File: config.mk
export PLATFORM = sky130hd
export DESIGN_NAME = drive_cmd_scheduler
export DESIGN_NICKNAME = d
export VERILOG_FILES = /design/src/rtl/drive_cmd_scheduler.sv
export SDC_FILE = /design/constraint.sdc
export NUM_CORES = 1
export LEC_CHECK = 0
export CORE_UTILIZATION = 55
export DETAILED_ROUTE_END_ITERATION = 8
export GPL_TIMING_DRIVEN = 1
export HOLD_SLACK_MARGIN = 0.06
export MAX_ROUTING_LAYER = met4
export PLACE_DENSITY = 0.74
export SLEW_MARGIN = 5
export SYNTH_ARGS = -nofsm -noshare
export SYNTH_HDL_FRONTEND = slang
export SYNTH_SLANG_ARGS = --single-unit
File: constraint.sdc
create_clock -name FPGA_CLK1_50 -period 2.5 [get_ports FPGA_CLK1_50]
set_input_delay 0.5 -clock FPGA_CLK1_50 [delete_from_list [all_inputs] [get_ports FPGA_CLK1_50]]
set_output_delay 0.5 -clock FPGA_CLK1_50 [all_outputs]
set_load 0.01 [all_outputs]
File: src/rtl/drive_cmd_scheduler.sv
// drive_cmd_scheduler
//   Chooses between the Bluetooth speed command and the two local
//   pushbuttons. The manual buttons win over Bluetooth. The block ramps the
//   motor speed one level per ramp period. Before any reversal it brakes
//   through zero. A watchdog stops the motors when a non-zero Bluetooth
//   command stays unchanged for too long.
//
//   Ports
//     FPGA_CLK1_50 : 50 MHz system clock
//     reset_n      : asynchronous active-low reset
//     bt_cmd[3:0]  : raw BT command, [3] = dir (1 = fwd), [2:0] = speed (0 = stop)
//     key_n[1:0]   : raw pushbuttons, active-low, [0] = manual fwd, [1] = manual back
//     smk_key[1:0] : SMK_control KEY, active-low, [0] low = fwd, [1] low = back
//     smk_sw[3:0]  : SMK_control SW = {1'b0, active_speed}
//     src_manual   : manual source owns the drive
//     wdt_fault    : watchdog fault latched
//     ramping      : active speed/direction not yet at target

// Debounce for one synchronised key. The level follows din once din has
// differed from the level for CYCLES consecutive cycles.
module drive_cmd_key_db #(
  parameter int CYCLES = 1000000
) (
  input  logic clk,
  input  logic rst_n,
  input  logic din,
  output logic dout
);
  localparam int W = (CYCLES > 1) ? $clog2(CYCLES) : 1;
  localparam logic [W-1:0] CNT_MAX = W'(CYCLES - 1);

  logic [W-1:0] cnt_q, cnt_d;
  logic         lvl_q, lvl_d;

  always_comb begin
    cnt_d = cnt_q;
    lvl_d = lvl_q;
    if (din == lvl_q) begin
      cnt_d = '0;
    end else if (cnt_q == CNT_MAX) begin
      lvl_d = din;
      cnt_d = '0;
    end else begin
      cnt_d = cnt_q + 1'b1;
    end
  end

  always_ff @(posedge clk or negedge rst_n) begin
    if (!rst_n) begin
      cnt_q <= '0;
      lvl_q <= 1'b1;
    end else begin
      cnt_q <= cnt_d;
      lvl_q <= lvl_d;
    end
  end

  assign dout = lvl_q;
endmodule

module drive_cmd_scheduler #(
  parameter int DEBOUNCE_CYCLES = 1000000,
  parameter int RAMP_CYCLES     = 2500000,
  parameter int WDT_CYCLES      = 250000000,
  parameter int MANUAL_SPEED    = 3
) (
  input  logic       FPGA_CLK1_50,
  input  logic       reset_n,
  input  logic [3:0] bt_cmd,
  input  logic [1:0] key_n,
  output logic [1:0] smk_key,
  output logic [3:0] smk_sw,
  output logic       src_manual,
  output logic       wdt_fault,
  output logic       ramping
);
  localparam int RW = (RAMP_CYCLES > 1) ? $clog2(RAMP_CYCLES) : 1;
  localparam int WW = (WDT_CYCLES > 1) ? $clog2(WDT_CYCLES) : 1;
  localparam logic [RW-1:0] RAMP_MAX = RW'(RAMP_CYCLES - 1);
  localparam logic [WW-1:0] WDT_MAX  = WW'(WDT_CYCLES - 1);
  localparam logic [2:0]    MAN_SPD  = 3'(MANUAL_SPEED);

  typedef enum logic [1:0] {SRC_IDLE, SRC_BT, SRC_FAULT, SRC_MANUAL} src_e;

  // input synchronisers (bt_prev_q is one cycle behind bt_s2_q for change detect)
  logic [3:0] bt_s1_q, bt_s2_q, bt_prev_q;
  logic [1:0] key_s1_q, key_s2_q;
  logic [1:0] key_db;

  // target selection
  src_e       src_q, src_d;
  logic [2:0] tgt_spd_q, tgt_spd_d;
  logic       tgt_dir_q, tgt_dir_d;

  // watchdog
  logic [WW-1:0] wdt_cnt_q, wdt_cnt_d;
  logic          wdt_fault_q, wdt_fault_d;

  // ramp
  logic [RW-1:0] ramp_cnt_q, ramp_cnt_d;
  logic [2:0]    act_spd_q, act_spd_d;
  logic          act_dir_q, act_dir_d;
  logic          dir_pend;
  logic [2:0]    eff_spd;

  // output registers
  logic [1:0] smk_key_q, smk_key_d;
  logic [3:0] smk_sw_q, smk_sw_d;
  logic       src_manual_q, src_manual_d;
  logic       ramping_q, ramping_d;

  always_ff @(posedge FPGA_CLK1_50 or negedge reset_n) begin
    if (!reset_n) begin
      bt_s1_q   <= '0;
      bt_s2_q   <= '0;
      bt_prev_q <= '0;
      key_s1_q  <= 2'b11;
      key_s2_q  <= 2'b11;
    end else begin
      bt_s1_q   <= bt_cmd;
      bt_s2_q   <= bt_s1_q;
      bt_prev_q <= bt_s2_q;
      key_s1_q  <= key_n;
      key_s2_q  <= key_s1_q;
    end
  end

  for (genvar g = 0; g < 2; g++) begin : g_key
    drive_cmd_key_db #(.CYCLES(DEBOUNCE_CYCLES)) u_db (
      .clk  (FPGA_CLK1_50),
      .rst_n(reset_n),
      .din  (key_s2_q[g]),
      .dout (key_db[g])
    );
  end

  // Source priority: one key > both keys (stop) > fault > BT > idle.
  // Direction holds whenever the winning source does not name one.
  always_comb begin
    src_d     = SRC_IDLE;
    tgt_spd_d = 3'd0;
    tgt_dir_d = tgt_dir_q;
    if (key_db == 2'b10) begin
      src_d     = SRC_MANUAL;
      tgt_spd_d = MAN_SPD;
      tgt_dir_d = 1'b1;
    end else if (key_db == 2'b01) begin
      src_d     = SRC_MANUAL;
      tgt_spd_d = MAN_SPD;
      tgt_dir_d = 1'b0;
    end else if (key_db == 2'b00) begin
      src_d     = SRC_MANUAL;
    end else if (wdt_fault_q) begin
      src_d     = SRC_FAULT;
    end else if (bt_s2_q[2:0] != 3'd0) begin
      src_d     = SRC_BT;
      tgt_spd_d = bt_s2_q[2:0];
      tgt_dir_d = bt_s2_q[3];
    end
  end

  // The counter advances only while BT drives a non-zero speed with an
  // unchanged command. It saturates and holds otherwise. Only a command
  // change rewinds it.
  always_comb begin
    wdt_cnt_d   = wdt_cnt_q;
    wdt_fault_d = wdt_fault_q;
    if (bt_s2_q != bt_prev_q) begin
      wdt_cnt_d = '0;
    end else if (src_q == SRC_BT && bt_s2_q[2:0] != 3'd0 && wdt_cnt_q != WDT_MAX) begin
      wdt_cnt_d = wdt_cnt_q + 1'b1;
    end
    if (bt_s2_q[2:0] == 3'd0) begin
      wdt_fault_d = 1'b0;
    end else if (wdt_cnt_q == WDT_MAX) begin
      wdt_fault_d = 1'b1;
    end
  end

  // A pending reversal forces the effective target to zero. The direction
  // flips only while stopped, and that flip cycle counts as "matched". The
  // ramp toward the new target therefore begins on the following cycle.
  assign dir_pend = (tgt_dir_q != act_dir_q);
  assign eff_spd  = dir_pend ? 3'd0 : tgt_spd_q;

  always_comb begin
    act_spd_d  = act_spd_q;
    act_dir_d  = act_dir_q;
    ramp_cnt_d = ramp_cnt_q;
    if (act_spd_q == eff_spd) begin
      ramp_cnt_d = '0;
      if (dir_pend) act_dir_d = tgt_dir_q;
    end else if (ramp_cnt_q == RAMP_MAX) begin
      ramp_cnt_d = '0;
      if (act_spd_q < eff_spd && act_spd_q != 3'd7) begin
        act_spd_d = act_spd_q + 3'd1;
      end else if (act_spd_q > eff_spd && act_spd_q != 3'd0) begin
        act_spd_d = act_spd_q - 3'd1;
      end
    end else begin
      ramp_cnt_d = ramp_cnt_q + 1'b1;
    end
  end

  // Outputs are registered from next-state values so they line up with the
  // active speed register rather than trailing it by a cycle.
  always_comb begin
    smk_key_d    = 2'b11;
    if (act_spd_d != 3'd0) smk_key_d = act_dir_d ? 2'b10 : 2'b01;
    smk_sw_d     = {1'b0, act_spd_d};
    src_manual_d = (src_d == SRC_MANUAL);
    ramping_d    = (act_spd_d != tgt_spd_d) || (act_dir_d != tgt_dir_d);
  end

  always_ff @(posedge FPGA_CLK1_50 or negedge reset_n) begin
    if (!reset_n) begin
      src_q        <= SRC_IDLE;
      tgt_spd_q    <= 3'd0;
      tgt_dir_q    <= 1'b1;
      wdt_cnt_q    <= '0;
      wdt_fault_q  <= 1'b0;
      ramp_cnt_q   <= '0;
      act_spd_q    <= 3'd0;
      act_dir_q    <= 1'b1;
      smk_key_q    <= 2'b11;
      smk_sw_q     <= 4'd0;
      src_manual_q <= 1'b0;
      ramping_q    <= 1'b0;
    end else begin
      src_q        <= src_d;
      tgt_spd_q    <= tgt_spd_d;
      tgt_dir_q    <= tgt_dir_d;
      wdt_cnt_q    <= wdt_cnt_d;
      wdt_fault_q  <= wdt_fault_d;
      ramp_cnt_q   <= ramp_cnt_d;
      act_spd_q    <= act_spd_d;
      act_dir_q    <= act_dir_d;
      smk_key_q    <= smk_key_d;
      smk_sw_q     <= smk_sw_d;
      src_manual_q <= src_manual_d;
      ramping_q    <= ramping_d;
    end
  end

  assign smk_key    = smk_key_q;
  assign smk_sw     = smk_sw_q;
  assign src_manual = src_manual_q;
  assign wdt_fault  = wdt_fault_q;
  assign ramping    = ramping_q;
endmodule
==> metrics.cfg <==
[cells_and_area]
drive_gt1_frac=0.142
antenna_cells=0
fin_area_um2=7160
synthToLayoutAreaGrowth_pct=18.7
fin_nets=667
nFillCells=789

[global_route]
grt_max_degree=46
antenna_found_initial=0
grt.overflow.total=0
track_usage=0.240
grt_pass1_vias=4536
grt_pass1_wl_um=20500

[synthesis]
synth_commonest_cells=113 x dfrtp_1, 88 x nor2_1, 53 x nand2_1
synth.most_common_cell=dfrtp_1
synthesis.nets=627
synth_area_leaders=dfrtp_1 47%, xor2_1 5.7%, nor2_1 5.5%, xnor2_1 5.1%, dfstp_2 4.4%
synthFlopType=dfrtp_1
ys_seq_area_frac=0.513
ys_warn_count=0
synth_top_area_frac=0.469
async_reset_ff_frac=1.00
yosys.cell_types.count=59
synthCells=608
yosysTopAreaCell=dfrtp_1
mappedNetlistArea_um2=6030
synth_area_per_cell_um2=9.92
synth-edff-count=0
ys_seq_elements=123

[placed_design]
io_buffers=15
dp_slack_ns=-0.133
gp_congestion=0.899
placed_cell_area_um2=6450
place_hpwl_um=7980

[routing]
routed_via_density=5.66
num_vias=4509
ant_nets=0
dr.pass1.iters=4
routed_wl_um=12000
drt_iter0_drc=188
wl_per_cell_um=15.1
drc=0

[run_status]
violations=negative setup slack
outcome=finished with violations

[timing]
timing.final.ws_setup_ns=-0.0552
period_share=1.02
grt_setup_unrepaired=true
slew_headroom=0.586
finalHoldViolations=0
timing.fmax_ghz=0.391
worst_pin_slew_ns=0.617
finalMaxSlewViolations=0
fin_crit_ns=2.56
finalClockSkew_ns=0.00579
setup_viol=1

[clock_tree]
clkTransAtPathRegs_ns=0.06
ctsRootBufferMaster=clkbuf_8
cts_max_path_buffers=2
h-tree-depth=4
cts_buffers=17
cts_sinks=123
insertion_delay_ns=0.55
cts_tree=done

[power_and_ir_drop]
vdd_drop_max_mv=0.629
total_leakage_power_uw=0.00292
power.density_nw_per_um2=626

[worst_setup_path]
path_max_fanout=4
critical-path-max-stage-delay_ns=0.58
end_kind=flop
path_delay_family=simple AND/OR/NAND/NOR gates
worst_path_max_delay_cell=dfstp_2
arrival_ns=3.03
crit_type=flop to flop
cp.buffers_inverters=0
critPathLaunchType=flop
path_cells=xnor2_4 > and2_1 > ha_1 > and3_1 > or3_4 > mux2_4 > or3_1 > nand4_1
critPathRequiredTime_ns=2.97

[floorplan]
io_pins=17
die_y_um=107
fp.dieW_um=107
initial_core_util=0.576
num_rows=37
core_um2=10500
die_area_um2=11400

[job]
drv_cap=0

[hold_path]
hold_class=flop to flop

==> cell families after synthesis <==
family | count (synthesis) | share of synthesized area
buffers and inverters | 37 | 0.0249
AOI/OAI and AO/OA | 66 | 0.0664
muxes | 4 | 0.00788
other | 1 | 0.000622
DFF | 123 | 0.513
and+or+nand+nor | 292 | 0.257
xor gates and xnor gates | 74 | 0.107
adders and majority gates | 11 | 0.0228
==> metrics by stage <==
step                 util  setup TNS [ns]  hold slack (ns)  total power [uW]  instances
CTS                 0.675         -0.0269            0.336              4530        796
global placement    0.617               0            0.335              2170        763
floorplan               -               0            0.204              2100        608
global route        0.684          -0.282            0.348              4630        797
detailed placement  0.617          -0.326            0.339              2170        763
finish              0.684         -0.0552            0.352              4480        797
==> sequential cells by signal (all words and copies together) (netlist names) <==
register,count
g_key.u_db.cnt_q,40
ramp_cnt_q,22
src_manual,1
smk_key,2
wdt_cnt_q,28
wdt_fault,1
key_s2_q,2
bt_prev_q,4
tgt_spd_q,3
bt_s2_q,4
ramping,1
src_q,2
g_key.u_db.dout,2
smk_sw,3
key_s1_q,2
act_dir_q,1
tgt_dir_q,1
bt_s1_q,4
==> per-layer routing <==
metal  track usage  vias up  part of all wire
li1              -     2200                 -
met1         0.286     2185              0.44
met5             -        -                 0
met3        0.0729       32             0.046
met2         0.377       92              0.48
met4         0.105        0             0.027
==> cells in the final DEF (no fill, tap or decap), types with 3 or more instances in the layout <==
master           netlist  final
and4_1                13     13
dfrtp_1              113    113
nor4b_1                4      4
or3_1                 17     17
dfstp_2               10     10
nor3b_1                4      4
o211ai_1               4      4
clkbuf_16              0     16
nand2b_1               3      3
nand4_1               18     18
nand2_2                0      3
nor4_1                 5      5
a21oi_1               24     23
nor2_1                88     88
clkdlybuf4s50_1        0     14
nor3_1                 6      5
inv_1                 20     20
and2_1                 5      5
o21ai_0               20     17
xnor2_1               35     34
buf_4                  2     20
xor2_1                39     39
inv_6                  0      7
ha_1                  11      9
and3_1                18     18
or4_1                  4      4
nand3_1               36     36
nand2_1               53     50
clkinv_4               0      4
==> area by class of cell <==
type / count / area (um2) / area share
Multi-Input combinational cell: 448 / 2910 / 0.407
Tap cell: 136 / 170 / 0.0238
Inverter: 20 / 75.1 / 0.0105
Clock inverter: 15 / 153 / 0.0213
Timing Repair Buffer: 38 / 343 / 0.0479
Sequential cell: 123 / 3090 / 0.432
Clock buffer: 17 / 414 / 0.0579
==> report_power, final <==
part | internal (uW) | switching, uW
combinational | 32.6 | 71.5
sequential | 2020 | 14.6
clock | 1350 | 995
==> what timing repair did <==
| action | 4_1_cts | 5_1_grt |
|---|---|---|
| setup endpoints to repair | 3 | 3 |
| gates resized for setup | 6 | 17 |
| hold endpoints to repair | 37 | 0 |
| hold buffers | 1 | 0 |
| setup buffers | 0 | 1 |
| pin swaps | 5 | 13 |
==> path summary, 6_finish.rpt <==
path	startpoint	end	slack (ns)	depth (start not counted)
setup / recovery	tgt_dir_q$_DFF_PN1_	ramping$_DFF_PN0_	-0.06	8
hold / removal	bt_s1_q[1]$_DFF_PN0_	bt_s2_q[1]$_DFF_PN0_	0.35	0
setup reg to reg	tgt_dir_q$_DFF_PN1_	ramping$_DFF_PN0_	-0.06	8
hold reg to reg	bt_s1_q[1]$_DFF_PN0_	bt_s2_q[1]$_DFF_PN0_	0.35	0
max in group asynchronous	reset_n	g_key[0].u_db.cnt_q[8]$_DFF_PN0_	1.33	3
min in group asynchronous	reset_n	ramp_cnt_q[15]$_DFF_PN0_	0.48	2
Note: power is estimated with default switching activity, not from simulation.
